<file path="config.mk">
export PLATFORM = sky130hd
export DESIGN_NAME = fft_stage_sequencer
export DESIGN_NICKNAME = d
export VERILOG_FILES = /design/src/rtl/fft_stage_sequencer.sv
export SDC_FILE = /design/constraint.sdc
export NUM_CORES = 1
export LEC_CHECK = 0
export ABC_AREA = 0
export BUFFER_PORTS_ARGS = -buffer_cell sky130_fd_sc_hd__buf_2
export CAP_MARGIN = 0
export CORE_MARGIN = 10
export CORE_UTILIZATION = 35
export DETAILED_ROUTE_END_ITERATION = 10
export GPL_TIMING_DRIVEN = 0
export SYNTH_ARGS = -nofsm -noshare
export SYNTH_HDL_FRONTEND = slang
export SYNTH_SLANG_ARGS = --single-unit
</file>
<file path="constraint.sdc">
create_clock -name clk -period 2.9 [get_ports clk]
set_input_delay 0.29 -clock clk [delete_from_list [all_inputs] [get_ports clk]]
set_output_delay 0.29 -clock clk [all_outputs]
set_load 0.02 [all_outputs]
</file>
<file path="src/rtl/fft_stage_sequencer.sv">
// fft_stage_sequencer
//
// Control and address generator for an in-place, radix-2 decimation-in-time FFT.
// The samples are in bit-reversed order before the transform and in natural order after it.
// The block issues one butterfly per cycle and walks all LOG2N stages. After each stage it
// waits for the write-back pipeline to drain, so a stage never reads a location that the
// previous stage has not written yet. The block holds no sample data.
//
// Optional feature: define FFT_SEQ_INVERSE_EN to add i_inverse and o_twi_conj. i_inverse is
// captured when a start is accepted. o_twi_conj then tells the datapath to conjugate the
// twiddles for the whole run.
//
// Ports:
//   clk, rst      clock; synchronous active-high reset
//   i_start       start request, sampled only while idle
//   o_busy        high from the first issue cycle through the done cycle
//   o_done        one-cycle completion pulse
//   o_rd_en       sample RAM / twiddle ROM read strobe
//   o_rd_addr_a/b even / odd sample read addresses
//   o_twi_addr    twiddle ROM index
//   o_bf_en       butterfly enable (same as o_busy)
//   o_wr_en       write-back strobe, RD_LAT+BF_LAT cycles after the matching read
//   o_wr_addr_a/b top / bottom result write addresses
//   i_inverse     (FFT_SEQ_INVERSE_EN) request an inverse transform
//   o_twi_conj    (FFT_SEQ_INVERSE_EN) conjugate twiddles during this run

module fft_stage_sequencer #(
    parameter int unsigned N      = 16,
    parameter int unsigned LOG2N  = 4,
    parameter int unsigned RD_LAT = 1,
    parameter int unsigned BF_LAT = 4
) (
    input  logic             clk,
    input  logic             rst,
    input  logic             i_start,
`ifdef FFT_SEQ_INVERSE_EN
    input  logic             i_inverse,
    output logic             o_twi_conj,
`endif
    output logic             o_busy,
    output logic             o_done,
    output logic             o_rd_en,
    output logic [LOG2N-1:0] o_rd_addr_a,
    output logic [LOG2N-1:0] o_rd_addr_b,
    output logic [LOG2N-2:0] o_twi_addr,
    output logic             o_bf_en,
    output logic             o_wr_en,
    output logic [LOG2N-1:0] o_wr_addr_a,
    output logic [LOG2N-1:0] o_wr_addr_b
);

    localparam int unsigned WR_DLY = RD_LAT + BF_LAT;
    localparam int unsigned SW     = $clog2(LOG2N);
    localparam int unsigned JW     = LOG2N - 1;
    localparam int unsigned DW     = (WR_DLY > 1) ? $clog2(WR_DLY) : 1;

    typedef enum logic [1:0] {
        StIdle  = 2'd0,
        StIssue = 2'd1,
        StDrain = 2'd2,
        StDone  = 2'd3
    } state_e;

    state_e        state_q, state_d;
    logic [SW-1:0] s_q, s_d;
    logic [JW-1:0] j_q, j_d;
    logic [DW-1:0] dcnt_q, dcnt_d;

    // Sequencer state

    always_ff @(posedge clk) begin
        if (rst) begin
            state_q <= StIdle;
            s_q     <= '0;
            j_q     <= '0;
            dcnt_q  <= '0;
        end else begin
            state_q <= state_d;
            s_q     <= s_d;
            j_q     <= j_d;
            dcnt_q  <= dcnt_d;
        end
    end

    always_comb begin
        state_d = state_q;
        s_d     = s_q;
        j_d     = j_q;
        dcnt_d  = dcnt_q;
        case (state_q)
            StIdle: begin
                if (i_start) begin
                    state_d = StIssue;
                    s_d     = '0;
                    j_d     = '0;
                    dcnt_d  = '0;
                end
            end
            StIssue: begin
                if (j_q == JW'(N / 2 - 1)) begin
                    j_d     = '0;
                    dcnt_d  = '0;
                    state_d = StDrain;
                end else begin
                    j_d = j_q + 1'b1;
                end
            end
            StDrain: begin
                // Drain lasts exactly WR_DLY cycles. The last write of the stage lands in the
                // final drain cycle, one cycle before the next stage's first read.
                if (dcnt_q == DW'(WR_DLY - 1)) begin
                    dcnt_d = '0;
                    if (s_q == SW'(LOG2N - 1)) begin
                        state_d = StDone;
                    end else begin
                        s_d     = s_q + 1'b1;
                        state_d = StIssue;
                    end
                end else begin
                    dcnt_d = dcnt_q + 1'b1;
                end
            end
            StDone:  state_d = StIdle;
            default: state_d = StIdle;
        endcase
    end

    // Butterfly addressing for stage s, butterfly j:
    //   lo = j mod h
    //   a  = (j with the low s bits cleared) shifted up by one, OR lo
    //   b  = a + h
    //   k  = lo scaled up to the N/2-entry twiddle table

    logic [LOG2N-1:0] j_ext, h, mask, lo, hi, addr_a, addr_b;
    logic [SW-1:0]    tw_sh;
    logic [JW-1:0]    tw_idx;
    logic             rd_en;

    always_comb begin
        j_ext  = {1'b0, j_q};
        h      = LOG2N'(1) << s_q;
        mask   = h - 1'b1;
        lo     = j_ext & mask;
        hi     = (j_ext >> s_q) << s_q;
        // Bit s of (hi << 1) is always 0, so adding h below never carries.
        addr_a = (hi << 1) | lo;
        addr_b = addr_a + h;
        tw_sh  = SW'(LOG2N - 1) - s_q;
        tw_idx = lo[JW-1:0] << tw_sh;
    end

    assign rd_en       = (state_q == StIssue);
    assign o_rd_en     = rd_en;
    assign o_rd_addr_a = rd_en ? addr_a : '0;
    assign o_rd_addr_b = rd_en ? addr_b : '0;
    assign o_twi_addr  = rd_en ? tw_idx : '0;
    assign o_busy      = (state_q != StIdle);
    assign o_bf_en     = o_busy;
    assign o_done      = (state_q == StDone);

    // Write-back delay line: {valid, a, b}, one entry per cycle of RD_LAT + BF_LAT.
    // The addresses are captured already gated, so an empty slot carries zeros.

    logic [WR_DLY-1:0] vld_q;
    logic [LOG2N-1:0]  pa_q [WR_DLY];
    logic [LOG2N-1:0]  pb_q [WR_DLY];

    always_ff @(posedge clk) begin
        if (rst) begin
            vld_q <= '0;
            for (int i = 0; i < int'(WR_DLY); i++) begin
                pa_q[i] <= '0;
                pb_q[i] <= '0;
            end
        end else begin
            vld_q[0] <= rd_en;
            pa_q[0]  <= o_rd_addr_a;
            pb_q[0]  <= o_rd_addr_b;
            for (int i = 1; i < int'(WR_DLY); i++) begin
                vld_q[i] <= vld_q[i-1];
                pa_q[i]  <= pa_q[i-1];
                pb_q[i]  <= pb_q[i-1];
            end
        end
    end

    assign o_wr_en     = vld_q[WR_DLY-1];
    assign o_wr_addr_a = pa_q[WR_DLY-1];
    assign o_wr_addr_b = pb_q[WR_DLY-1];

`ifdef FFT_SEQ_INVERSE_EN
    logic inv_q;

    always_ff @(posedge clk) begin
        if (rst) begin
            inv_q <= 1'b0;
        end else if (state_q == StIdle && i_start) begin
            inv_q <= i_inverse;
        end
    end

    assign o_twi_conj = o_busy & inv_q;
`endif

endmodule

</file>
==> After elaboration in Yosys (flattened, before gate mapping) <==
Memory sizes are Yosys's and may differ from the RTL's.
Cells that the tools add are included.
{ "classes": {"bitwise_logic": 12, "addsub": 6, "n_eq_ne": 10, "mux": 31, "n_reduce_logical": 9, "n_shift": 4} }
{ "op_table": {"columns": ["op", "count"], "rows": [
  ["$mux W4", 12],
  ["$mux W3", 5],
  ["$mux W2", 7],
  ["$or A1 B1 Y1", 10],
  ["$pmux W3 S3", 1],
  ["$pmux W2 S4", 1],
  ["$add A3 B1 Y3 const B", 2],
  ["$eq A2 B2 Y1 const B", 3],
  ["$eq A3 B3 Y1 const B", 2],
  ["$ne A2 B2 Y1 const B", 3],
  ["$pmux W3 S2", 1],
  ["$reduce_and A3 Y1", 2],
  ["$reduce_bool A2 Y1", 3],
  ["$add A4 B4 Y4", 1],
  ["$and A3 B4 Y4", 1],
  ["$or A4 B4 Y4", 1],
  ["$pmux W2 S2", 1],
  ["$reduce_and A4 Y1", 1],
  ["$shl A1 B2 Y4 const A", 1],
  ["$shl A4 B2 Y3", 1],
  ["$shr A3 B2 Y4", 1],
  ["$sub A4 B1 Y4 const B", 1],
  ["$mux W1", 3],
  ["$reduce_bool A3 Y1", 1],
  ["7 further kinds", 7]
]} }
{ "totals": {"mem_bits_rw": 40, "reg_bits": 15, "mem_count": 2, "output_inout_bits": 24, "word_cells": 79} }
{ "mem_list": {"columns": ["memory", "words", "width", "rd", "rd_ports_with_merged_regs", "wr", "line", "text"], "rows": [
  ["pa_q", 5, 4, 5, 0, 5, "165", "logic [LOG2N-1:0] pa_q [WR_DLY];"],
  ["pb_q", 5, 4, 5, 0, 5, "166", "logic [LOG2N-1:0] pb_q [WR_DLY];"]
]} }

==> Longest topological paths before layout <==
{ "depth": {"word_depth": 7, "mapped_depth": 9} }

==> Worst setup path after synthesis <==
No wires, ideal clock.
{ "synth_path": {"path_kind": "register to output", "start": "register s_q[0]", "end": "output o_rd_addr_b[3]", "stages_incl_launch_ff": 10, "path_slack_ns": 0.329, "arrival_ns": 2.281, "cell_sequence": "dfxtp_1 > inv_1 > ha_1 > xnor2_1 > a32oi_1 > inv_1 > ha_1 > a21oi_1 > xor3_1 > nor2_1"} }
{ "synth_between": {"elab_chain_len": 6} }
{ "synth_lines": {"columns": ["element", "line", "text"], "rows": [
  ["start: declaration", "65", "logic [SW-1:0] s_q, s_d;"],
  ["start signal: assignment", "74", "s_q <= '0;"],
  ["start signal: assignment", "79", "s_q <= s_d;"],
  ["$shl A1 B2 Y4", "141", "h = LOG2N'(1) << s_q;"],
  ["$sub A4 B1 Y4", "142", "mask = h - 1'b1;"],
  ["$and A3 B4 Y4", "143", "lo = j_ext & mask;"],
  ["$or A4 B4 Y4", "146", "addr_a = (hi << 1) | lo;"],
  ["$add A4 B4 Y4 *", "147", "addr_b = addr_a + h;"],
  ["$mux W4 *", "155", "assign o_rd_addr_b = rd_en ? addr_b : '0;"],
  ["end: declaration", "44", "output logic [LOG2N-1:0] o_rd_addr_b,"]
]} }
Mark *: on every way between the ends. The rest lies on a longest branch, timed or not.

==> Final worst setup path <==
{ "layout_path": {"start": "register s_q[0]", "end": "output o_rd_addr_b[2]"} }
Same word-level chain as after synthesis.

==> summary.md <==
| Metric | Value |
|---|---|
| Y dimension of the die | `a little under 100 microns` |
| Antenna Cells | `0` |
| Worst-path cell chain | `clkinvlp_4 > ha_2 > xnor2_1 > a32oi_2 > inv_1 > fa_1 > xnor2_2 > nor2_1 > buf_2` |
| Number of max-cap violations | `0` |
| Data arrival time of the critical path | `2.47 ns` |
| Leakage power of the design | `0.00111 uW` |
| Number of flops mapped to enable cells by yosys | `0` |
| Power density over the cells | `~500 nW/um^2` |
| Wire length per cell | `approximately 11 microns` |
| Outcome | `completed` |
| Setup slack after placement | `roughly 0.036 ns` |
| Maximum clock skew at final layout | `roughly 0.0057 ns` |
| Final setup violation count | `0` |
| Clock transition at the registers of the reported paths | `~0.1 ns` |
| Delay of the slowest critical-path stage | `0.45 ns` |
| GRT Resource Usage Total | `0.0795` |
| Routed length on met3 | `264 microns` |
| Async SR Flop Fraction | `0` |
| Largest net degree at the start of global routing | `19` |
| Post-synth top area share | `0.532` |
| Clock sinks | `between 50 and 60` |
| Area growth from synthesis to final layout | `21.9%` |
| Quantity of I/O buffers inserted on ports | `26` |
| Vias in the first global route | `1418` |
| TritonCTS clock tree | `built` |
| Post-route ant nets | `0` |
| Standard cell core area | `5610 sq um` |
| Mean number of vias per cell | `between 4 and 5` |
| RePlAce Congestion | `roughly 0.79` |
| GRT overflow | `0` |
| Worst Tran Pin Value | `0.523 ns` |
| Cell Rows | `27` |
| Mapped Nets | `221` |
| Post-Route Hold Slack | `roughly 0.35 ns` |
| Wire length of the first global-routing pass | `6.33 mm` |
| Floorplan die area | `about 9400 sq um` |
| Half-perimeter wire length of the detailed placement result | `2.45 mm` |
| Met1 wire length | `around 1.7 mm` |
| DRC violation count after routing | `0` |
| Crit path max fanout | `7` |
| Clock buffers created by TritonCTS | `5` |
| VDD IR max | `between 200 and 250 uV` |
| Final worst-path cycle share | `0.951` |
| Root buffer cell | `clkbuf_8` |
| Number of distinct library cells after synthesis | `34` |
| Count of mapped cells out of synthesis | `around 210` |
| Post-synthesis average cell area | `between 10 and 15 sq um` |
| Final Net Count | `267` |
| Antenna violations before repair | `0` |
| Worst min-delay path class | `input pin to flip-flop` |
| Yosys Warn Count | `0` |
| Vias post-DR | `between 1k and 1.5k` |
| Most numerous cell in the Yosys netlist | `dfxtp_1` |
| Max-slew headroom | `0.651` |
| Worst setup path category | `flip-flop to primary output` |
| Number of buffers on the longest clock path | `2` |
| Number of synthesized register bits | `between 50 and 60` |
| Cell with the largest stage delay on the worst path | `fa_1` |
| Starting DRC count in detailed routing | `52` |
| Initial core utilization | `0.369` |
| Sequential-to-total area share from yosys stat | `0.532` |
| Final Slew Violations | `0` |
| Number of top-level pins | `27` |
| Critical Path End Type | `primary output` |
| Fraction of layout cells with a size suffix above 1 | `0.276` |
| Period minus WS final | `2.76 ns` |
| Maximum clock rate | `around 360 MHz` |
| Final-layout setup total negative slack | `0 ns` |
| Met2 WL post-DR | `around 1.6 mm` |
| Slack of the critical path | `0.141 ns` |
| Largest area contributor in the synthesized netlist | `dfxtp_1` |
| Post-route cell area | `2520 sq um` |
| Final wirelength | `~3.6 mm` |
| Die span in x | `about 97 microns` |
| Combined area of all synthesized cells | `2070 sq um` |
| Primary flip-flop cell chosen by synthesis mapping | `dfxtp_1` |
| CTS HTree Levels | `2` |
| Hold Violations, Final | `0` |
| Most frequent cells after synthesis | `55 x dfxtp_1, 37 x nor2b_1, 18 x nor2_1` |
| Cell types with the largest area share after synthesis | `dfxtp_1 53%, nor2b_1 11%, ha_1 6.0%` |
| Critical path launch point type | `flip-flop` |
| Total iterations of the first detailed-routing run | `4` |
| Cell Area, Placed | `~2300 sq um` |
| Top Layer Used | `met4` |
| Required time at the endpoint of the critical path | `between 2 and 3 ns` |
| Worst-Skew Late Latency | `0.31 ns` |
## where the power goes
part           total, uW  internal [uW]  switching, uW
clock network        431            175            255
logic               74.4           28.6           45.8
registers            768            762           6.37
## kinds of logic (layout without fill, tap and decap cells)
logic type	Yosys count	count (layout)	synth area share
fa+ha+maj	11	11	0.0701
xor+xnor	3	3	0.0199
compound gates	22	22	0.0695
buf+inv	27	74	0.0677
other cells	1	1	0.00181
flops	55	55	0.532
simple gates	88	88	0.239
## registers in the layout, summed over array words and instances (netlist names)
signal,cells
state_q,2
pb_q,20
j_q,3
pa_q,20
vld_q,5
s_q,2
dcnt_q,3
## worst max-delay path, delay by kind of cell (launching register included)
| family | cells | cell delay (ns) |
|---|---|---|
| DFF | 1 | 0.41 |
| and+or+nand+nor | 1 | 0.09 |
| adders and majority gates | 2 | 0.69 |
| AOI/OAI and AO/OA | 1 | 0.20 |
| buffers and inverters | 3 | 0.43 |
| xor gates and xnor gates | 2 | 0.35 |
## worst paths after layout
path | end | slack, ns | from | cells after the start
worst max-delay path | o_rd_addr_b[2] | 0.14 | s_q[0]$_SDFFE_PP0P_ | 9
worst min-delay path | j_q[0]$_SDFFE_PP0P_ | 0.35 | i_start | 4
worst max register to register | pb_q[0][3]$_SDFF_PP0_ | 0.71 | s_q[0]$_SDFFE_PP0P_ | 10
worst min register to register | pb_q[0][8]$_SDFF_PP0_ | 0.44 | pb_q[0][4]$_SDFF_PP0_ | 1
## layer usage
layer	track usage	up-vias
met5	0	-
met4	0.0372	0
met3	0.0348	7
met2	0.126	29
met1	0.0898	620
li1	-	748
## per-stage QoR
stage               cells  power (uW)  utilization
global placement      305         857        0.409
global route          326        1340        0.450
detailed placement    305         858        0.409
floorplan             207         836            -
CTS                   316        1290        0.433
finish                326        1270        0.450
## what timing repair did
item	CTS	global route
hold buffers	0	0
gates resized for setup	8	5
setup buffers	3	10
endpoints found under the setup margin	3	2
pin swaps	1	2
## area by class of cell
cell class / instances / area [sq um]
Timing Repair Buffer: 39 / 230
Tap cell: 72 / 90.1
Fill cell: 547 / 3080
Inverter: 10 / 45.0
Clock inverter: 3 / 22.5
Multi-Input combinational cell: 125 / 857
Sequential cell: 55 / 1110
Buffer: 17 / 103
Clock buffer: 5 / 68.8
## cells in the final DEF (no fill, tap or decap), types with 2 or more instances in the layout
cell type / instances
buf_4: 24
inv_6: 2
o21bai_1: 2
ha_1: 8
dfxtp_1: 53
buf_2: 26
a21oi_1: 7
nand2b_1: 5
nand2_1: 6
nor2b_1: 37
clkbuf_1: 6
dfxtp_4: 2
nor2_1: 17
or3_1: 4
a32oi_1: 2
o21ai_0: 2
nand3_1: 5
a31oi_1: 3
and2_1: 3
ha_2: 2
inv_1: 8
nand3b_1: 2
clkbuf_8: 5
nor3b_1: 2
clkinvlp_4: 2
No activity file was read; power rests on OpenSTA's default activity.
